==> src/rtl/ctl_pipe_reg.sv <==
// Control-bundle pipeline register: DEPTH stages with per-stage flush, global stall and a registered occupancy count.
// Optional statistics counters (stall_cnt, bubble_cnt) are built when CTL_PIPE_STATS_EN is defined.
module ctl_pipe_reg #(
  parameter int WIDTH = 10,  // 1..64
  parameter int DEPTH = 1    // 1..4
) (
  input  logic             clk,
  input  logic             reset,
  input  logic             in_valid,
  input  logic [WIDTH-1:0] in_ctl,
  input  logic             stall,
  input  logic [DEPTH-1:0] flush,
  output logic             out_valid,
  output logic [WIDTH-1:0] out_ctl,
  output logic [2:0]       occupancy
`ifdef CTL_PIPE_STATS_EN
  ,
  output logic [15:0]      stall_cnt,
  output logic [15:0]      bubble_cnt
`endif
);

  logic [DEPTH-1:0] valid_q, valid_d;
  logic [WIDTH-1:0] ctl_q [DEPTH];
  logic [WIDTH-1:0] ctl_d [DEPTH];
  logic [2:0]       occ_d;

  // Flush beats stall, and a flushed stage still hands its old contents forward.
  always_comb begin
    // NOTE: every combinational output gets a default first so no path can infer a latch.
    valid_d = valid_q;
    for (int k = 0; k < DEPTH; k++) ctl_d[k] = ctl_q[k];

    if (flush[0]) begin
      valid_d[0] = 1'b0;
      ctl_d[0]   = '0;
    end else if (!stall) begin
      valid_d[0] = in_valid;
      ctl_d[0]   = in_valid ? in_ctl : '0;
    end

    for (int k = 1; k < DEPTH; k++) begin
      if (flush[k]) begin
        valid_d[k] = 1'b0;
        ctl_d[k]   = '0;
      end else if (!stall) begin
        valid_d[k] = valid_q[k-1];
        ctl_d[k]   = ctl_q[k-1];
      end
    end

    occ_d = '0;
    for (int k = 0; k < DEPTH; k++) occ_d = occ_d + 3'(valid_d[k]);
  end

  // NOTE: the stage array is tiny control state, so it is reset like ordinary flops;
  // bubbles must read as all-zero controls straight out of reset.
  always_ff @(posedge clk or negedge reset) begin
    if (!reset) begin
      valid_q   <= '0;
      for (int k = 0; k < DEPTH; k++) ctl_q[k] <= '0;
      occupancy <= '0;
    end else begin
      // NOTE: sequential state uses non-blocking assignment so all stages shift in lockstep.
      valid_q   <= valid_d;
      for (int k = 0; k < DEPTH; k++) ctl_q[k] <= ctl_d[k];
      occupancy <= occ_d;
    end
  end

  assign out_valid = valid_q[DEPTH-1];
  assign out_ctl   = ctl_q[DEPTH-1];

`ifdef CTL_PIPE_STATS_EN
  // Saturating counters; a bubble is an unstalled edge with an empty output stage.
  always_ff @(posedge clk or negedge reset) begin
    if (!reset) begin
      stall_cnt  <= '0;
      bubble_cnt <= '0;
    end else begin
      if (stall && stall_cnt != 16'hFFFF) stall_cnt <= stall_cnt + 16'd1;
      if (!stall && !valid_q[DEPTH-1] && bubble_cnt != 16'hFFFF) bubble_cnt <= bubble_cnt + 16'd1;
    end
  end
`endif

endmodule
==> config.mk <==
export PLATFORM = sky130hd
export DESIGN_NAME = ctl_pipe_reg
export DESIGN_NICKNAME = d
export VERILOG_FILES = /design/src/rtl/ctl_pipe_reg.sv
export SDC_FILE = /design/constraint.sdc
export NUM_CORES = 1
export LEC_CHECK = 0
export ABC_AREA = 1
export CORE_UTILIZATION = 40
export DETAILED_ROUTE_END_ITERATION = 7
export MAX_ROUTING_LAYER = met4
export PLACE_DENSITY = 0.8
export SYNTH_ARGS = -nofsm -noshare
export SYNTH_HDL_FRONTEND = slang
export SYNTH_SLANG_ARGS = --single-unit
==> constraint.sdc <==
create_clock -name clk -period 1.68 [get_ports clk]
set_clock_uncertainty 0.05 [all_clocks]
set_input_delay 0.252 -clock clk [delete_from_list [all_inputs] [get_ports clk]]
set_output_delay 0.252 -clock clk [all_outputs]
set_load 0.01 [all_outputs]
### Word level (Yosys, flattened, before mapping)

Cells that the tools add are included.

| storage, ports and cells | value |
|---|---|
| bits in registers | 11 |
| bits of input ports | 15 |
| word-level logic and storage cells | 8 |

| operators by class | value |
|---|---|
| equal/unequal tests | 1 |
| mux-type cells | 5 |

Operators by type and width:

| cell | count |
|---|---|
| 10-bit two-way mux | 3 |
| 1-bit two-way mux | 2 |
| 2-bit by 1-bit inequality test with 1-bit output, second input constant | 1 |

### Depth between registers and ports, before layout

Gate-level depths: netlist of the first run.

| logic depth | value |
|---|---|
| depth after elaboration | 3 |
| mapped depth | 6 |
| depth with buffers taken out | 5 |

### Worst setup path before layout of the first run

Ideal clock, no wire load.

| timing | value |
|---|---|
| path type | register to output |
| start point | register occupancy[0] |
| end point | output port occupancy[0] |
| arrival | 0.552 ns |
| data required time | 1.378 ns |
| path slack | 0.826 ns |
| cell stages (with the launch flop) | 2 |
| buffers on the path | 1 |
| cell sequence | dfrtp_1 > buf_4 |

RTL lines:

| element | RTL line | text |
|---|---|---|
| start: declaration | 15 | `output logic [2:0] occupancy` |
| start signal: assignment | 62 | `occupancy <= '0;` |
| start signal: assignment | 67 | `occupancy <= occ_d;` |

No word-level cell between the ends.

### Worst setup path after layout of the first run

| timing | value |
|---|---|
| start point | register ctl_q, in the netlist out_ctl[2] |
| end point | output port out_ctl[2] |

RTL lines:

| element | RTL line | text |
|---|---|---|
| start: declaration | 24 | `logic [WIDTH-1:0] ctl_q [DEPTH];` |
| end: declaration | 14 | `output logic [WIDTH-1:0] out_ctl,` |

No word-level cell between the ends.

==> reports/qor.yml, run 1 <==
grt:
  antenna_found_initial: 0
  gr-usage-met2: 0.379
  gr-total-overflow: 0
  grt_max_degree: 12
  use_met3: 0.0694
  grt_first_pass_wirelength_um: 2240
  track_usage: 0.240
  grt_most_used_layer: "met2"
  grt_util_met1: 0.273
  grt_pass1_vias: 502
drt:
  dr.pass1.iters: 4
  drc: 0
  drt-total-wl_um: 1350
  drtAntennaViolNets: 0
  viasPerCell: 4.68
  routed-via-count: 533
  first_iter_violations: 19
  wire_per_inst_um: 11.8
power:
  leakagePower_uw: 0.000421
  ir_drop_mv: 0.452
  powerDensity_mw_per_mm2: 733
cells_and_area:
  nNetsFinal: 116
  most-common-layout-cells: "nand2_1 (42), clkdlybuf4s50_1 (26), dfrtp_1 (11)"
  num_antenna_cells: 0
  final_common_cell: "nand2_1"
  final_cell_area_um2: 812
  layout-drive-gt1-share: 0.0800
  syn2layout_area_growth_pct: 47.8
clocking:
  cts_buffers: 3
  post_cts_buffers: 0
  ctsHoldBuffers: 0
  cts_root_buffer: "clkbuf_4"
  ctsResizeCount: 0
  clock_sinks: 11
  cts_buffer_depth: 2
  htreeDepth: 1
  cts.clk_slew.worst_paths_ns: 0.08
  cts_tree: "yes"
  insertion_delay_ns: 0.28
critical_path:
  critPathTopFamily: "buffers and inverters"
  cp_slowest_stage_delay_ns: 0.54
  end_kind: "primary output"
  crit_fanout: 2
  cp-start-kind: "register"
  critPathKind: "register to primary output"
  crit_slowest_cell: "clkdlybuf4s50_1"
  cp_cell_sequence: "clkdlybuf4s50_1"
  cp.required_ns: 1.38
  arrival_ns: 1.20
  cp_num_buf_inv: 1
logic_synthesis:
  synth_top_area_share: 0.501
  seq_area_frac_synth: 0.501
  syn_area_um2: 549
  synth-seq-cells: 11
  synth_area_leaders: "dfrtp_1 (50%), nand2_1 (29%), buf_4 (6.8%), nor2_1 (6.8%), buf_6 (2.1%)"
  synth_top_area_cell: "dfrtp_1"
  syn_avg_cell_area_um2: 7.32
  synthCells: 75
  synth_warnings: 0
  yosysUniqueCellTypes: 10
timing:
  period_needed_ns: 1.50
  setup_viol: 0
  fmax_ghz: 0.665
  finalHoldViolations: 0
  fin_crit_sh: 0.895
  setup_tns_ns: 0
  drv_slew: 0
  rsz0062_at_grt: "no"
die:
  core_area_mm2: 0.00119
  fp.dieH_um: 39.1
  die_area_mm2: 0.00153
  die_w_um: 39.1
  initial_core_util: 0.463
  rows: 12
  ios: 29
place:
  io_buffers: 26
  globalplace.congestion: 0.745
  hpwlAfterDp_um: 971
  dpl_cell_area_um2: 785
worst_hold_path:
  min_path_type: "primary input to asynchronous set/reset pin"
outcome:
  status: "completed"
flow_run:
  drv_cap: 0
[metal layers]
metal,routed length [µm],up-vias
met5,0,-
met4,22,0
met3,85,4
met2,687,26
met1,552,234
li1,-,269
[power by group]
group          total (µW)  leakage (µW)  internal [µW]  switching, µW
Combinational         118      0.000255           65.4           52.8
Sequential            287      0.000148            278           8.55
Clock                 191     0.0000177           88.4            102
[stage by stage]
step / setup WS, ns / total power [µW] / hold WS [ns] / utilization / std cells
6_report: 0.176 / 595 / 0.248 / 0.685 / 114
5_1_grt: 0.123 / 629 / 0.282 / 0.685 / 114
4_1_cts: 0.170 / 602 / 0.269 / 0.685 / 114
3_5_place_dp: 0.272 / 410 / 0.422 / 0.661 / 110
3_3_place_gp: 0.310 / 407 / 0.417 / 0.661 / 110
2_1_floorplan: 0.826 / 343 / -0.0936 / - / 76
[final timing paths]
kind | from | to | slack (ns) | cells after the start
min in group clk | out_ctl[4] | out_ctl[4] | 0.44 | 2
max in group asynchronous | reset | out_ctl[4] | 1.00 | 1
worst max register to register | out_ctl[6] | out_ctl[6] | 0.99 | 2
worst min-delay path | reset | out_ctl[5] | 0.25 | 1
worst max-delay path | out_ctl[2] | out_ctl[2] | 0.18 | 1
worst min register to register | out_ctl[4] | out_ctl[4] | 0.44 | 2
[registers in the layout (all words and copies together) (netlist names)]
signal and flops:
occupancy 1, out_ctl 10
[area by class of cell]
type | count | area (µm²)
fillers | 109 | 374
flip-flops and latches | 11 | 275
repair buffers | 27 | 268
multi-input cells | 56 | 216
clock buffers | 3 | 22.5
well taps | 14 | 17.5
inverters | 2 | 7.51
clock inverters | 1 | 5.00
[logic make-up after synthesis]
kind of cell / synth area share
flops: 0.501
buf+inv: 0.112
simple gates: 0.380
other cells: 0.00683
[cell usage after synthesis]
library cell and instances:
conb_1 1, nand2_1 42, buf_2 1, buf_4 5, dfrtp_1 11, nor2_1 10
inv_2 2, buf_6 1, nand2_2 1, nand3b_1 1
No activity file was read; power rests on OpenSTA's default activity.
==> run 2: changes to the inputs <==
Clock period 1.68 ns to 1.9 ns, I/O delays scaled along.
==> reports/qor.yml, run 2 (synthesized netlist as in run 1, its figures left out) <==
critical_path:
  critPathTopFamily: "buffers and inverters"
  reg2reg_to: "out_ctl[7]"
  crit_slowest_cell: "clkdlybuf4s50_1"
  r2r_setup_slack_ns: 1.22
  critPathKind: "register to primary output"
  r2r-start: "out_ctl[7]"
  cp-start-kind: "register"
  r2r_cells: 2
  crit_fanout: 2
  cp_cell_sequence: "clkdlybuf4s50_1"
  cp_slowest_stage_delay_ns: 0.55
  cp_num_buf_inv: 1
  cp.required_ns: 1.56
  arrival_ns: 1.19
  end_kind: "primary output"
power:
  powerDensity_mw_per_mm2: 637
  leakagePower_uw: 0.000418
  ir_drop_mv: 0.305
cells_and_area:
  multiInputGateArea_um2: 216
  most-common-layout-cells: "nand2_1 (42), clkdlybuf4s50_1 (26), dfrtp_1 (11)"
  num_antenna_cells: 0
  final_common_cell: "nand2_1"
  largest_reg_flops: 10
  utilization: 0.684
  nNetsFinal: 116
  syn2layout_area_growth_pct: 47.6
  layout-drive-gt1-share: 0.0700
  final_cells: 114
  fillers: 102
  seq_area_um2: 275
clocking:
  cts.clk_slew.worst_paths_ns: 0.07
  htreeDepth: 1
  cts_buffers: 3
  cts_tree: "yes"
  cts_root_buffer: "clkbuf_4"
  ctsResizeCount: 0
  post_cts_buffers: 0
  insertion_delay_ns: 0.26
  ctsHoldBuffers: 0
  clock_sinks: 11
  cts_buffer_depth: 2
timing:
  fmax_ghz: 0.656
  period_needed_ns: 1.52
  worst_slack_ns: 0.375
  finalHoldViolations: 0
  drv_slew: 0
  rsz0062_at_grt: "no"
  setup_tns_ns: 0
  fin_crit_sh: 0.803
  setup_viol: 0
place:
  io_buffers: 26
  numPlacedInstances: 110
  hpwlAfterDp_um: 871
  globalplace.congestion: 0.766
  pre_cts_ws_ns: 0.442
flow_run:
  drv_cap: 0
die:
  ios: 29
  fp.dieH_um: 39.1
  die_w_um: 39.1
  die_area_mm2: 0.00153
  rows: 12
  core_area_mm2: 0.00119
  initial_core_util: 0.463
outcome:
  status: "completed"
grt:
  grt_max_degree: 12
  track_usage: 0.209
  gr-total-overflow: 0
  grt_pass1_vias: 452
  grt_first_pass_wirelength_um: 1980
  antenna_found_initial: 0
drt:
  routed-via-count: 523
  drt-total-wl_um: 1190
  drtAntennaViolNets: 0
  dr.pass1.iters: 4
  first_iter_violations: 12
  viasPerCell: 4.59
  drc: 0
  wire_per_inst_um: 10.4
worst_hold_path:
  min_path_type: "primary input to asynchronous set/reset pin"
[run 2: worst max-delay path by stage]
stage | startpoint | end | depth (start not counted)
6_report | out_ctl[2] | out_ctl[2] | 1
3_5_place_dp | flush | out_ctl[7] | 6
2_1_floorplan | occupancy[0] | occupancy[0] | 1
3_3_place_gp | flush | out_ctl[8] | 6
4_1_cts | out_ctl[6] | out_ctl[6] | 1
5_1_grt | occupancy[0] | occupancy[0] | 1
[run 2: worst register-to-register path, stage by stage, from the launching register on]
cell and delay, ns:
dfrtp_1 0.39, nand2_1 0.07, nand2_1 0.06
[run 2: stage by stage]
stage | power, µW | area, µm² | hold WS [ns]
after detailed placement | 361 | 785 | 0.414
final | 517 | 811 | 0.292
after global routing | 549 | 811 | 0.314
after global placement | 360 | 785 | 0.417
after floorplan | 303 | 553 | -0.0606
after CTS | 523 | 811 | 0.306
[run 2: area by class of cell]
class                   count  area share
flip-flops and latches     11       0.340
repair buffers             27       0.330
multi-input cells          56       0.267
clock buffers               4      0.0324
well taps                  14      0.0216
inverters                   2     0.00926
[run 2: routing by layer]
layer  wire length, µm  GRT usage  vias to the layer above  part of all wire
li1                  -          -                      266                 -
met1               547      0.267                      233              0.46
met2               579      0.292                       24              0.49
met3                64     0.0694                        0             0.054
met4                 0      0.103                        0                 0
met5                 0          -                        -                 0
[run 2: power by group]
group | leakage (µW) | switching (µW) | total, µW | internal, µW
sequential | 0.000148 | 7.06 | 253 | 246
clock | 0.0000150 | 79.0 | 160 | 81.1
combinational | 0.000255 | 45.6 | 103 | 57.7
total | 0.000418 | 132 | 517 | 385
